==> src/rtl/sevenseg_scan_driver_if.sv <==
// -----------------------------------------------------------------------------
// sevenseg_scan_driver_if
// Bundles the data/control inputs and display outputs of the seven-segment
// scan driver.
//   digits_in  : hex digit k on bits [4k+3:4k]
//   dp_in      : decimal point request per digit
//   blank_in   : force digit k dark (segments and dp)
//   load       : one-cycle strobe, capture digits_in/dp_in/blank_in to shadow
//   brightness : 0 = off, all-ones = full on
//   seg        : segments {g,f,e,d,c,b,a}
//   dp         : decimal point segment
//   an         : digit enables, one-hot when active
//   digit_idx  : digit currently scanned
//   frame_tick : one-cycle pulse when the scan wraps back to digit 0
// Handshake: load is a plain strobe with no ready; every cycle load=1 is
// sampled is a capture. The driver never back-pressures.
// master = producer of data (time-keeping logic / bench), slave = driver.
// -----------------------------------------------------------------------------
interface sevenseg_scan_driver_if #(
  parameter int NUM_DIGITS = 4,
  parameter int BRIGHT_W   = 4
);
  localparam int IDX_W = (NUM_DIGITS > 1) ? $clog2(NUM_DIGITS) : 1;

  logic [4*NUM_DIGITS-1:0] digits_in;
  logic [NUM_DIGITS-1:0]   dp_in;
  logic [NUM_DIGITS-1:0]   blank_in;
  logic                    load;
  logic [BRIGHT_W-1:0]     brightness;
  logic [6:0]              seg;
  logic                    dp;
  logic [NUM_DIGITS-1:0]   an;
  logic [IDX_W-1:0]        digit_idx;
  logic                    frame_tick;

  modport master (
    output digits_in, dp_in, blank_in, load, brightness,
    input  seg, dp, an, digit_idx, frame_tick
  );

  modport slave (
    input  digits_in, dp_in, blank_in, load, brightness,
    output seg, dp, an, digit_idx, frame_tick
  );
endinterface

==> src/rtl/sevenseg_scan_driver.sv <==
// -----------------------------------------------------------------------------
// sevenseg_scan_driver
// Time-multiplexed seven-segment driver: scans NUM_DIGITS digits, decodes hex,
// supports per-digit blanking, decimal points, leading-zero suppression and
// PWM brightness. New data is double-buffered (shadow -> active) and only
// takes effect at the frame wrap, so the display never tears.
// Ports:
//   clk  : system clock
//   rst  : synchronous active-high reset
//   bus  : sevenseg_scan_driver_if.slave (data in, display pins out)
// -----------------------------------------------------------------------------
module sevenseg_scan_driver #(
  parameter int NUM_DIGITS = 4,
  parameter int SCAN_DIV   = 50000,
  parameter int BRIGHT_W   = 4,
  parameter int ACTIVE_LOW = 1,
  parameter int LZ_BLANK   = 1
) (
  input  logic                  clk,
  input  logic                  rst,
  sevenseg_scan_driver_if.slave bus
);
  localparam int IDX_W = (NUM_DIGITS > 1) ? $clog2(NUM_DIGITS) : 1;
  localparam int PRE_W = $clog2(SCAN_DIV);
  localparam logic [PRE_W-1:0]    PRE_LAST = PRE_W'(SCAN_DIV - 1);
  localparam logic [IDX_W-1:0]    DIG_LAST = IDX_W'(NUM_DIGITS - 1);
  localparam logic [BRIGHT_W-1:0] PWM_MAX  = BRIGHT_W'((1 << BRIGHT_W) - 2);
  localparam logic                POL      = (ACTIVE_LOW != 0);

  function automatic logic [6:0] hex_decode(input logic [3:0] v);
    case (v)
      4'h0: hex_decode = 7'h3F;  4'h1: hex_decode = 7'h06;
      4'h2: hex_decode = 7'h5B;  4'h3: hex_decode = 7'h4F;
      4'h4: hex_decode = 7'h66;  4'h5: hex_decode = 7'h6D;
      4'h6: hex_decode = 7'h7D;  4'h7: hex_decode = 7'h07;
      4'h8: hex_decode = 7'h7F;  4'h9: hex_decode = 7'h6F;
      4'hA: hex_decode = 7'h77;  4'hB: hex_decode = 7'h7C;
      4'hC: hex_decode = 7'h39;  4'hD: hex_decode = 7'h5E;
      4'hE: hex_decode = 7'h79;  default: hex_decode = 7'h71;
    endcase
  endfunction

  logic [PRE_W-1:0]        presc_q, presc_d;
  logic [IDX_W-1:0]        digit_q, digit_d;
  logic                    frame_tick_q, frame_tick_d;
  logic [4*NUM_DIGITS-1:0] sh_dig_q, sh_dig_d, act_dig_q, act_dig_d;
  logic [NUM_DIGITS-1:0]   sh_dp_q, sh_dp_d, act_dp_q, act_dp_d;
  logic [NUM_DIGITS-1:0]   sh_blank_q, sh_blank_d, act_blank_q, act_blank_d;
  logic                    pending_q, pending_d;
  logic [BRIGHT_W-1:0]     bright_q, bright_d;
  logic [BRIGHT_W-1:0]     pwm_q, pwm_d;
  logic [6:0]              seg_q, seg_d;
  logic                    dp_q, dp_d;
  logic [NUM_DIGITS-1:0]   an_q, an_d;

  logic                    slot_end, frame_end, lit;
  logic [3:0]              cur_nib;
  logic                    cur_dp, cur_blank, cur_lz, zero_run;
  logic [NUM_DIGITS-1:0]   lz_vec;

  assign slot_end  = (presc_q == PRE_LAST);
  assign frame_end = slot_end && (digit_q == DIG_LAST);

  // Scan counters, double buffer and brightness sampling.
  always_comb begin
    presc_d      = slot_end ? '0 : presc_q + 1'b1;
    digit_d      = digit_q;
    if (slot_end) digit_d = (digit_q == DIG_LAST) ? '0 : digit_q + 1'b1;
    frame_tick_d = frame_end;

    sh_dig_d   = sh_dig_q;
    sh_dp_d    = sh_dp_q;
    sh_blank_d = sh_blank_q;
    pending_d  = pending_q;
    act_dig_d   = act_dig_q;
    act_dp_d    = act_dp_q;
    act_blank_d = act_blank_q;

    // The active set takes the shadow as it stood before this edge; a load
    // on the wrap edge itself lands in the shadow and waits a full frame.
    if (frame_end) begin
      pending_d = 1'b0;
      if (pending_q) begin
        act_dig_d   = sh_dig_q;
        act_dp_d    = sh_dp_q;
        act_blank_d = sh_blank_q;
      end
    end
    if (bus.load) begin
      sh_dig_d   = bus.digits_in;
      sh_dp_d    = bus.dp_in;
      sh_blank_d = bus.blank_in;
      pending_d  = 1'b1;
    end

    bright_d = (presc_q == '0) ? bus.brightness : bright_q;
    pwm_d    = (pwm_q == PWM_MAX) ? '0 : pwm_q + 1'b1;
  end

  // Leading-zero suppression: walk down from the top digit while all seen are 0.
  always_comb begin
    zero_run = 1'b1;
    lz_vec   = '0;
    for (int k = NUM_DIGITS - 1; k >= 0; k--) begin
      zero_run  = zero_run && (act_dig_q[4*k +: 4] == 4'h0);
      lz_vec[k] = zero_run && (k != 0) && (LZ_BLANK != 0);
    end
  end

  // Select the scanned digit and build the registered pin values.
  always_comb begin
    cur_nib   = 4'h0;
    cur_dp    = 1'b0;
    cur_blank = 1'b0;
    cur_lz    = 1'b0;
    an_d      = {NUM_DIGITS{POL}};
    // Prescaler 0 is kept dark as the ghosting guard between digits.
    lit = (pwm_q < bright_q) && (presc_q != '0);
    for (int k = 0; k < NUM_DIGITS; k++) begin
      if (digit_q == IDX_W'(k)) begin
        cur_nib   = act_dig_q[4*k +: 4];
        cur_dp    = act_dp_q[k];
        cur_blank = act_blank_q[k];
        cur_lz    = lz_vec[k];
        an_d[k]   = lit ^ POL;
      end
    end
    seg_d = ((lit && !cur_blank && !cur_lz) ? hex_decode(cur_nib) : 7'h00) ^ {7{POL}};
    dp_d  = (lit && cur_dp && !cur_blank) ^ POL;
  end

  always_ff @(posedge clk) begin
    if (rst) begin
      presc_q      <= '0;
      digit_q      <= '0;
      frame_tick_q <= 1'b0;
      sh_dig_q     <= '0;
      sh_dp_q      <= '0;
      sh_blank_q   <= '0;
      act_dig_q    <= '0;
      act_dp_q     <= '0;
      act_blank_q  <= '0;
      pending_q    <= 1'b0;
      bright_q     <= '0;
      pwm_q        <= '0;
      seg_q        <= {7{POL}};
      dp_q         <= POL;
      an_q         <= {NUM_DIGITS{POL}};
    end else begin
      presc_q      <= presc_d;
      digit_q      <= digit_d;
      frame_tick_q <= frame_tick_d;
      sh_dig_q     <= sh_dig_d;
      sh_dp_q      <= sh_dp_d;
      sh_blank_q   <= sh_blank_d;
      act_dig_q    <= act_dig_d;
      act_dp_q     <= act_dp_d;
      act_blank_q  <= act_blank_d;
      pending_q    <= pending_d;
      bright_q     <= bright_d;
      pwm_q        <= pwm_d;
      seg_q        <= seg_d;
      dp_q         <= dp_d;
      an_q         <= an_d;
    end
  end

  assign bus.seg        = seg_q;
  assign bus.dp         = dp_q;
  assign bus.an         = an_q;
  assign bus.digit_idx  = digit_q;
  assign bus.frame_tick = frame_tick_q;
endmodule

==> src/flat_wrapper.sv <==
// flat-port wrapper written by rule: the top's interface ports become plain ports
module sevenseg_scan_driver_flat 
#(
  parameter int NUM_DIGITS = 4,
  parameter int SCAN_DIV   = 50000,
  parameter int BRIGHT_W   = 4,
  parameter int ACTIVE_LOW = 1,
  parameter int LZ_BLANK   = 1
)
  (clk, rst, bus_digits_in, bus_dp_in, bus_blank_in, bus_load, bus_brightness, bus_seg, bus_dp, bus_an, bus_digit_idx, bus_frame_tick);
  sevenseg_scan_driver_if #(.NUM_DIGITS(NUM_DIGITS), .BRIGHT_W(BRIGHT_W)) bus_i ();
  input  logic clk;
  input  logic rst;
  input wire logic [$bits(bus_i.digits_in)-1:0] bus_digits_in;
  input wire logic [$bits(bus_i.dp_in)-1:0] bus_dp_in;
  input wire logic [$bits(bus_i.blank_in)-1:0] bus_blank_in;
  input wire logic [$bits(bus_i.load)-1:0] bus_load;
  input wire logic [$bits(bus_i.brightness)-1:0] bus_brightness;
  output wire logic [$bits(bus_i.seg)-1:0] bus_seg;
  output wire logic [$bits(bus_i.dp)-1:0] bus_dp;
  output wire logic [$bits(bus_i.an)-1:0] bus_an;
  output wire logic [$bits(bus_i.digit_idx)-1:0] bus_digit_idx;
  output wire logic [$bits(bus_i.frame_tick)-1:0] bus_frame_tick;
  assign bus_i.digits_in = bus_digits_in;
  assign bus_i.dp_in = bus_dp_in;
  assign bus_i.blank_in = bus_blank_in;
  assign bus_i.load = bus_load;
  assign bus_i.brightness = bus_brightness;
  assign bus_seg = bus_i.seg;
  assign bus_dp = bus_i.dp;
  assign bus_an = bus_i.an;
  assign bus_digit_idx = bus_i.digit_idx;
  assign bus_frame_tick = bus_i.frame_tick;
  sevenseg_scan_driver #(.NUM_DIGITS(NUM_DIGITS), .SCAN_DIV(SCAN_DIV), .BRIGHT_W(BRIGHT_W), .ACTIVE_LOW(ACTIVE_LOW), .LZ_BLANK(LZ_BLANK)) u_core (.clk(clk), .rst(rst), .bus(bus_i));
endmodule
==> config.mk <==
export PLATFORM = sky130hd
export DESIGN_NAME = sevenseg_scan_driver_flat
export DESIGN_NICKNAME = d
export VERILOG_FILES = /design/src/rtl/sevenseg_scan_driver_if.sv /design/src/rtl/sevenseg_scan_driver.sv /design/src/flat_wrapper.sv
export SDC_FILE = /design/constraint.sdc
export NUM_CORES = 1
export LEC_CHECK = 0
export ABC_AREA = 1
export BUFFER_PORTS_ARGS = -buffer_cell sky130_fd_sc_hd__buf_2
export CAP_MARGIN = 20
export CORE_ASPECT_RATIO = 0.8
export CORE_MARGIN = 5
export CORE_UTILIZATION = 40
export DETAILED_ROUTE_END_ITERATION = 10
export GPL_ROUTABILITY_DRIVEN = 0
export GPL_TIMING_DRIVEN = 0
export SETUP_SLACK_MARGIN = 0.02
export SYNTH_ARGS = -nofsm -noshare
export SYNTH_HDL_FRONTEND = slang
export SYNTH_SLANG_ARGS = --single-unit
==> constraint.sdc <==
create_clock -name clk -period 2.1 [get_ports clk]
set_input_delay 0.42 -clock clk [delete_from_list [all_inputs] [get_ports clk]]
set_output_delay 0.42 -clock clk [all_outputs]
set_load 0.05 [all_outputs]
==> summary.md, run 1 <==
| Metric | Value |
|---|---|
| Worst-path clk slew | `0.06 ns` |
| Final slew viol count | `0` |
| Syn. warnings | `0` |
| Post-Syn Instances | `582` |
| DRC | `0` |
| CP Class | `register to register` |
| Slowest cell on crit path | `dfxtp_4` |
| IR drop worst, VDD | `0.527 mV` |
| Total power | `3.66 mW` |
| Vias in the first global route | `3,505` |
| CP Max Fanout | `10` |
| Fin util | `48.1%` |
| NumNets Final | `688` |
| Hold Path Depth | `2` |
| Highest clock rate | `0.516 GHz` |
| Crit-path max cell delay | `0.36 ns` |
| Global Route Usage Sum | `16.5%` |
| Worst r2r path cells | `11` |
| Critical Path RT | `2.31 ns` |
| Hold-fix buffers at CTS | `0` |
| FP Rows | `33` |
| Die W | `123 um` |
| Fin. Hold Viols | `0` |
| Placed inst area | `4480 um2` |
| DR WL/cell | `12.0 um` |
| CP Capture Type | `register` |
| First-pass GRT wire length | `16,200 um` |
| Initial DRC count | `308` |
| Max H-tree Level | `3` |
| Drt pass-1 iters | `5` |
| CTS Buf Count | `9` |
| Register area share after synthesis | `43.2%` |
| Final setup margin | `0.160 ns` |
| Filler Cell Count | `1,034` |
| RSZ-0062 raised after global routing | `false` |
| # setup viols final | `0` |
| Die Y | `100 um` |
| Avg Cell Area, Syn | `7.00 um2` |
| Status | `finished clean` |
| Root Buffer | `clkbuf_16` |
| Ant. Diodes | `0` |
| Clock Path Buffers | `2` |
| CTS sink count | `88` |
| Leak | `2.29 nW` |
| Pwr dens | `752 nW/um2` |
| Pre-CTS setup slack | `0.0298 ns` |
| Antenna Nets Post-Route | `0` |
| Hpwl dp | `7040 um` |
| Rel. slew slack | `67.8%` |
| Synth unique cells | `28` |
| Worst-Skew Late Latency | `0.34 ns` |
| Largest net degree at the start of global routing | `14` |
| Initial antenna violation count | `0` |
| HP Class | `input pin to register` |
| Layout Area Growth over Synthesis | `19.3%` |
| Number of synthesized register bits | `88` |
| Post-placement cell count | `767` |
| Setup crit start kind | `register` |
| Layout cells sized above 1 | `18.8%` |
| Commonest non-fill, non-tap cell in the layout | `nand2_1` |
| Io pins | `46` |
| Net Count, Synth | `630` |
| Min Hold Slack | `0.283 ns` |
| Slew @ Worst Pin | `0.483 ns` |
| Most frequent cells in the layout | `nand2_1, nor2_1, dfxtp_1, inv_1, buf_2` |
| Worst EP arrival | `2.15 ns` |
| Max-cap violations | `0` |
| Cell chain of the critical path | `ha_1 -> buf_4 -> a21oi_1 -> nand2_1 -> nand2_4 -> inv_1 -> ha_1 -> inv_1 -> nand2_1 -> nand3_1 -> nand3_1` |
| Minimum clock period | `1.94 ns` |
| Initial Util | `40.3%` |
| Wirelength, routed | `9410 um` |
| Cell Area, Synth | `4080 um2` |
| CTS tree | `built` |
| Core area | `10,100 um2` |
| Total Die Area | `12,300 um2` |
| Post-route cell area | `4860 um2` |
| Vias/cell | `4.66` |
| Gr ovfl total | `0` |
| Part of the cycle the worst path needs | `92.4%` |
| Final std cells w/o fill | `783` |
| Via Count | `3,649` |
| Fin Clk Skew | `0.00580 ns` |
| Setup TNS | `0 ns` |
| Port Buffers | `45` |
-- per-layer routing --
metal	track usage, %	vias to the layer above	wire length, um
li1	-	1925	-
met1	23.5	1628	4990
met2	23.9	86	3760
met3	4.90	10	513
met4	5.08	0	138
met5	0	-	0
-- synth_stat cells --
cell,instances,area [um2]
or2_2,1,6.26
nand4_1,5,31.3
xor2_1,3,26.3
o21ai_2,1,8.76
clkbuf_1,10,37.5
dfxtp_1,88,1760
nor2_4,2,22.5
buf_6,3,33.8
inv_2,9,33.8
nand2_1,146,548
buf_2,5,25.0
nand2_2,2,12.5
a21oi_1,27,135
nor3_1,9,45.0
clkinv_1,2,7.51
a21oi_2,1,8.76
o21ai_0,34,170
nor2_2,24,150
nor4_1,1,6.26
nand3_1,34,170
buf_4,1,7.51
xnor2_1,1,8.76
nor2_1,96,360
o211ai_1,2,15.0
nand4_2,1,12.5
a21boi_1,1,7.51
ha_1,17,213
inv_1,56,210
-- final timing paths --
kind	startpoint	end	slack, ns
max	u_core.bus.digit_idx[0]	u_core.bus.seg[3]	0.16
min	rst	u_core.pending_q	0.28
max reg2reg	u_core.bus.digit_idx[0]	u_core.bus.seg[3]	0.16
min reg2reg	u_core.bright_q[2]	u_core.bright_q[2]	0.47
-- kinds of logic after synthesis --
kind of cell | after synthesis | synth area share, %
AND/OR/NAND/NOR | 321 | 33.5
AO/OA/AOI/OAI | 66 | 8.47
XOR/XNOR | 4 | 0.860
flip-flops | 88 | 43.2
buffers and inverters | 86 | 8.72
adder cells (fa/ha/maj) | 17 | 5.22
-- worst max-delay path, delay by kind of cell (launching register included) --
family	cells	cell delay, ns
simple gates	5	0.44
fa+ha+maj	2	0.55
buf+inv	3	0.33
compound gates	1	0.12
flops	1	0.36
-- power by group --
part / switching [mW] / leakage, nW / internal (mW) / total, mW
Clock: 0.628 / 0.141 / 0.941 / 1.57
Combinational: 0.210 / 1.43 / 0.0961 / 0.306
Sequential: 0.0400 / 0.721 / 1.74 / 1.78
-- sequential cells by signal (all words and copies together) (netlist names) --
| signal | count |
|---|---|
| u_core.bus.frame_tick | 1 |
| u_core.sh_dp_q | 4 |
| u_core.act_dig_q | 16 |
| u_core.presc_q | 16 |
| u_core.sh_dig_q | 16 |
| u_core.pending_q | 1 |
| u_core.bus.digit_idx | 2 |
| u_core.bus.dp | 1 |
| u_core.act_dp_q | 4 |
| u_core.pwm_q | 4 |
| u_core.bright_q | 4 |
| u_core.act_blank_q | 4 |
| u_core.bus.an | 4 |
| u_core.bus.seg | 7 |
| u_core.sh_blank_q | 4 |
-- cell type report --
class	count	area [um2]	area share, %
inverters	67	254	5.23
multi-input cells	408	2010	41.3
well taps	140	175	3.60
clock inverters	3	43.8	0.901
flip-flops and latches	88	1770	36.3
repair buffers	47	253	5.20
clock buffers	11	243	4.99
plain buffers	19	119	2.45
-- what timing repair did --
action	in CTS	in global routing
setup buffers	0	2
hold endpoints to repair	0	0
setup endpoints to repair	0	7
resized for setup	0	21
Power figures use the tool's default switching activity.
==> inputs of run 2 (changes only) <==
- ABC_AREA: 1 -> 0
- MAX_ROUTING_LAYER: not set -> met4
==> run 2 against run 1 <==
Worst setup slack worse by 0.15 ns; power up 2.2%; cell count fell by 19%; wire length fell by 3.9%; critical path type unchanged; final area rose by 3.1%; highest routed layer unchanged.
==> summary.md, run 2 <==
| Metric | Value |
|---|---|
| FP Rows | `32` |
| Wirelength, routed | `9040 um` |
| Initial DRC count | `132` |
| Max H-tree Level | `3` |
| # setup viols final | `0` |
| Leak | `2.02 nW` |
| Top-count cell post-synth | `dfxtp_1` |
| Post-route cell area | `5010 um2` |
| Number of synthesized register bits | `88` |
| Synth Area in Adders | `5.52%` |
| Vias in the first global route | `3,091` |
| First-pass GRT wire length | `14,800 um` |
| Total Die Area | `11,700 um2` |
| Antenna Nets Post-Route | `0` |
| Max-cap violations | `0` |
| Fin. Hold Viols | `0` |
| Io pins | `46` |
| Avg Cell Area, Syn | `8.96 um2` |
| Met2 Usage GRT | `23.7%` |
| DRC | `0` |
| Via Count | `3,117` |
| Total power | `3.74 mW` |
| Initial antenna violation count | `0` |
| Die W | `120 um` |
| Vias/cell | `4.91` |
| RSZ-0062 raised after global routing | `true` |
| IR drop worst, VDD | `0.379 mV` |
| Most used DFF post-synth | `dfxtp_1` |
| GR peak layer | `met2` |
| Synth unique cells | `48` |
| Post-synth top area cell | `dfxtp_1` |
| Critical Path RT | `2.33 ns` |
| Clock Path Buffers | `2` |
| Gr ovfl total | `0` |
| Met3 usage | `3.88%` |
| Net Count, Synth | `478` |
| CTS sink count | `88` |
| Commonest non-fill, non-tap cell in the layout | `dfxtp_1` |
| Ant. Diodes | `0` |
| CTS Buf Count | `9` |
| Met1 Track Usage GR | `21.7%` |
| Slew @ Worst Pin | `0.567 ns` |
| Commonest cells post-synth | `dfxtp_1, nand2_1, nor2_1, a21oi_1, mux2i_1` |
| Worst setup path startpoint | `u_core.bus.digit_idx[0]` |
| Global Route Usage Sum | `16.1%` |
| Drt pass-1 iters | `4` |
| CP Max Fanout | `5` |
| CP Capture Type | `register` |
| CP Class | `register to register` |
| Root Buffer | `clkbuf_16` |
| XOR/XNOR Fraction of Synth Area | `3.18%` |
| Core area | `9530 um2` |
| Most frequent cells in the layout | `dfxtp_1, nand2_1, nor2_1, buf_2, mux2i_1` |
| Min-delay src | `bus_digits_in[2]` |
| Worst-Skew Late Latency | `0.34 ns` |
| Largest family of logic cells by synthesized area | `simple AND/OR/NAND/NOR gates` |
| Initial Util | `40.4%` |
| Highest clock rate | `0.478 GHz` |
| Hpwl dp | `6240 um` |
| Synth Area in Compound Gates | `10.7%` |
| DR WL/cell | `14.2 um` |
| Minimum clock period | `2.09 ns` |
| Cell Area, Synth | `3850 um2` |
| Rel. slew slack | `62.2%` |
| Status | `finished clean` |
| Part of the cycle the worst path needs | `99.6%` |
| Fin Clk Skew | `0.00728 ns` |
| Layout cells sized above 1 | `27.5%` |
| Port Buffers | `43` |
| Syn. warnings | `0` |
| Layout Area Growth over Synthesis | `30.1%` |
| Die Y | `97.8 um` |
| CTS tree | `built` |
| Post-synthesis mux area share | `8.05%` |
| NumNets Final | `559` |
| Simple-gate share of the synthesized area | `22.1%` |
| Top cell type's share of synthesized area | `45.7%` |
| Register area share after synthesis | `45.7%` |
| Hold-fix buffers at CTS | `0` |
| Placed inst area | `4310 um2` |
| Final slew viol count | `0` |
| R2R Setup Slk | `0.009 ns` |
| HP Class | `input pin to register` |
| Post-Syn Instances | `430` |
| Post-synth EDFFs | `0` |
| Origin of the critical flop-to-flop path | `u_core.bus.digit_idx[0]` |
| Largest net degree at the start of global routing | `17` |
| Setup crit start kind | `register` |
| Synth top area cells | `dfxtp_1, mux2i_1, nand2_1` |
| Top Registers | `u_core.act_dig_q x16, u_core.presc_q x16, u_core.sh_dig_q x16` |
| Ys async rst share | `0%` |
| Worst-path clk slew | `0.07 ns` |
| Pwr dens | `746 nW/um2` |
| Worst EP arrival | `2.32 ns` |
[run 2: changes by cell type in the layout (fill, tap and decap cells not counted), sizes merged, moves of 7 or more]
cell,previous run,this run
nand2,148,69
nor2,122,56
inv,65,18
mux2i,0,31
o21ai,35,6
nand3,34,8
buf,56,80
a211oi,0,9
xor2,3,11
a21oi,28,35
and3,0,7
[run 2: report_power, final]
| part | internal, mW | leakage [nW] | switching, mW |
|---|---|---|---|
| Clock | 0.974 | 0.152 | 0.699 |
| Sequential | 1.73 | 0.719 | 0.0358 |
| Combinational | 0.118 | 1.15 | 0.182 |
| Total | 2.82 | 2.02 | 0.916 |
[run 2: final cells by class]
cell class	count	area (um2)
multi-input combinational	305	2120
tap	119	149
buffer	22	163
fill	901	4520
timing repair buffer	70	442
inverter	15	56.3
clock buffer	10	239
sequential	88	1770
clock inverter	6	75.1
[run 2: layer usage]
metal	part of all wire, %	wire (um)
met3	4.2	380
met5	0	0
met2	44	4010
met4	0.41	37
met1	51	4610
[run 2: stage by stage]
stage	setup slack (ns)	TNS, ns	cells	util, %	hold slack, ns
after floorplan	-0.0775	-0.0993	430	-	0.426
after global placement	-0.206	-0.956	592	45.2	0.435
after detailed placement	-0.237	-1.07	592	45.2	0.447
after CTS	-0.0752	-0.0984	624	50.8	0.305
after global routing	-0.117	-0.373	635	52.6	0.316
final	0.00885	0	635	52.6	0.311
[run 2: worst paths after layout]
path | cells after the start | end
setup / recovery | 10 | u_core.bus.seg[3]
hold / removal | 3 | u_core.sh_dig_q[2]
setup reg to reg | 10 | u_core.bus.seg[3]
hold reg to reg | 1 | u_core.presc_q[0]
[run 2: logic make-up (layout without fill, tap and decap cells)]
logic type | after synthesis | count (layout)
compound gates | 63 | 63
mux | 31 | 31
buf+inv | 37 | 123
simple gates | 180 | 180
flops | 88 | 88
xor+xnor | 14 | 14
fa+ha+maj | 17 | 17
[run 2: repair_timing]
action / in CTS / in global routing
endpoints found under the hold margin: 0 / 0
pin swaps: 11 / 7
gates resized for setup: 23 / 17
buffers inserted: 16 / 11
setup endpoints to repair: 7 / 37
[run 2: critical path, cell delays in order, from the launching register on]
cell and delay (ns):
dfxtp_4 0.37, buf_6 0.12, ha_4 0.15, buf_6 0.12, nand3b_1 0.20, a211oi_4 0.33
inv_2 0.10, ha_4 0.22, nor2b_4 0.12, a211oi_2 0.16, o21ai_1 0.07
==> inputs of run 3 (changes only) <==
- ABC_AREA: 0 -> 1
==> run 3 against run 2 <==
Sequential share of layout area up 1.0 points; die area up 5.2%; sequential power hardly changed; largest power group unchanged; largest cell class unchanged; global-route usage rose by 0.89 points; register-to-register slack gained 0.15 ns; critical endpoint unchanged; cell count increased by 23%; power down 2.2%; worst setup slack better by 0.15 ns.
==> summary.md, run 3 (synthesis gave the netlist of run 1 again) <==
| Metric | Value |
|---|---|
| Critical Path RT | `2.31 ns` |
| Hold-fix buffers at CTS | `0` |
| Commonest non-fill, non-tap cell in the layout | `nand2_1` |
| Clock Path Buffers | `2` |
| RSZ-0062 raised after global routing | `false` |
| CTS tree | `built` |
| Pwr dens | `752 nW/um2` |
| CP Capture Type | `register` |
| Setup crit start kind | `register` |
| Most frequent cells in the layout | `nand2_1, nor2_1, dfxtp_1, inv_1, buf_2` |
| Part of the cycle the worst path needs | `92.3%` |
| Final slew viol count | `0` |
| CTS sink count | `88` |
| Core area | `10,100 um2` |
| HP Class | `input pin to register` |
| Post-placement cell count | `767` |
| Max-cap violations | `0` |
| Leak | `2.29 nW` |
| WL met1 | `4940 um` |
| Total power | `3.66 mW` |
| Initial DRC count | `303` |
| Via Count | `3,647` |
| Crit-path max cell delay | `0.36 ns` |
| Die W | `123 um` |
| Ant. Diodes | `0` |
| Top Registers | `u_core.act_dig_q x16, u_core.presc_q x16, u_core.sh_dig_q x16` |
| Top Layer Used | `met4` |
| Pre-CTS setup slack | `0.0298 ns` |
| # setup viols final | `0` |
| Highest clock rate | `0.516 GHz` |
| First-pass GRT wire length | `16,200 um` |
| Largest net degree at the start of global routing | `14` |
| Final std cells w/o fill | `783` |
| NumNets Final | `688` |
| DR WL/cell | `11.9 um` |
| Layout Area Growth over Synthesis | `19.3%` |
| Io pins | `46` |
| Hpwl dp | `7040 um` |
| Fin Clk Skew | `0.00625 ns` |
| Fin. Hold Viols | `0` |
| Layout cells sized above 1 | `18.8%` |
| Slowest cell on crit path | `dfxtp_4` |
| CP Class | `register to register` |
| DRC | `0` |
| Antenna Nets Post-Route | `0` |
| Global Route Usage Sum | `17.0%` |
| Worst EP arrival | `2.15 ns` |
| Gr ovfl total | `0` |
| Slew @ Worst Pin | `0.483 ns` |
| Status | `finished clean` |
| Placed inst area | `4480 um2` |
| Wirelength, routed | `9350 um` |
| Minimum clock period | `1.94 ns` |
| CP Max Fanout | `10` |
| Vias/cell | `4.66` |
| IR drop worst, VDD | `0.527 mV` |
| Drt pass-1 iters | `8` |
| Die Y | `100 um` |
| Met3 routed wirelength | `526 um` |
| Initial antenna violation count | `0` |
| Filler Cell Count | `1,034` |
| CTS Buf Count | `9` |
| Setup TNS | `0 ns` |
| Vias in the first global route | `3,513` |
| Final setup margin | `0.161 ns` |
| Worst path top cell family by delay | `adder cells` |
| Max H-tree Level | `3` |
| Root Buffer | `clkbuf_16` |
| FP Rows | `33` |
| Buf+Inv Stages, Crit Path | `3` |
| Worst-Skew Late Latency | `0.34 ns` |
| Port Buffers | `45` |
| Initial Util | `40.3%` |
| Post-route cell area | `4860 um2` |
| Cell chain of the critical path | `ha_1 -> buf_4 -> a21oi_1 -> nand2_1 -> nand2_4 -> inv_1 -> ha_1 -> inv_1 -> nand2_1 -> nand3_1 -> nand3_1` |
| Rel. slew slack | `67.8%` |
| Met2 wire length | `3720 um` |
| Total Die Area | `12,300 um2` |
| Worst-path clk slew | `0.06 ns` |
==> run 3: path summary, 6_finish.rpt <==
check | startpoint | end | slack (ns) | cells past startpoint
setup / recovery | u_core.bus.digit_idx[0] | u_core.bus.seg[3] | 0.16 | 11
hold / removal | rst | u_core.pending_q | 0.28 | 2
setup reg to reg | u_core.bus.digit_idx[0] | u_core.bus.seg[3] | 0.16 | 11
hold reg to reg | u_core.bright_q[2] | u_core.bright_q[2] | 0.47 | 2
==> run 3: report_power, final <==
| part | total, mW | leakage [nW] | switching [mW] | internal [mW] |
|---|---|---|---|---|
| clock network | 1.57 | 0.141 | 0.629 | 0.941 |
| logic | 0.306 | 1.43 | 0.210 | 0.0961 |
| registers | 1.78 | 0.721 | 0.0397 | 1.74 |
==> run 3: what timing repair did <==
| action | in CTS | in global routing |
|---|---|---|
| setup buffers | 0 | 2 |
| setup endpoints to repair | 0 | 7 |
| resized for setup | 0 | 21 |
==> run 3: worst reg2reg max path: stages, from the launching register on <==
cell and delay [ns]:
dfxtp_4 0.36, ha_1 0.28, buf_4 0.21, a21oi_1 0.12
nand2_1 0.11, nand2_4 0.10, inv_1 0.07, ha_1 0.27
inv_1 0.05, nand2_1 0.07, nand3_1 0.09, nand3_1 0.07
==> run 3: final cells by class <==
class	count	area, um2	share of cell area [%]
Buffer	19	119	2.45
Clock buffer	11	243	4.99
Clock inverter	3	43.8	0.901
Inverter	67	254	5.23
Multi-Input combinational cell	408	2010	41.3
Sequential cell	88	1770	36.3
Tap cell	140	175	3.60
Timing Repair Buffer	47	253	5.20
==> run 3: per-stage QoR <==
step / util (%) / hold WS (ns)
floorplan: - / 0.430
global placement: 44.3 / 0.442
detailed placement: 44.3 / 0.468
CTS: 47.1 / 0.271
global route: 48.1 / 0.299
finish: 48.1 / 0.282
==> run 3: per-layer routing <==
metal	up-vias	track usage [%]
met5	-	-
met2	91	24.0
li1	1924	-
met1	1621	23.4
met4	0	5.08
met3	11	4.85
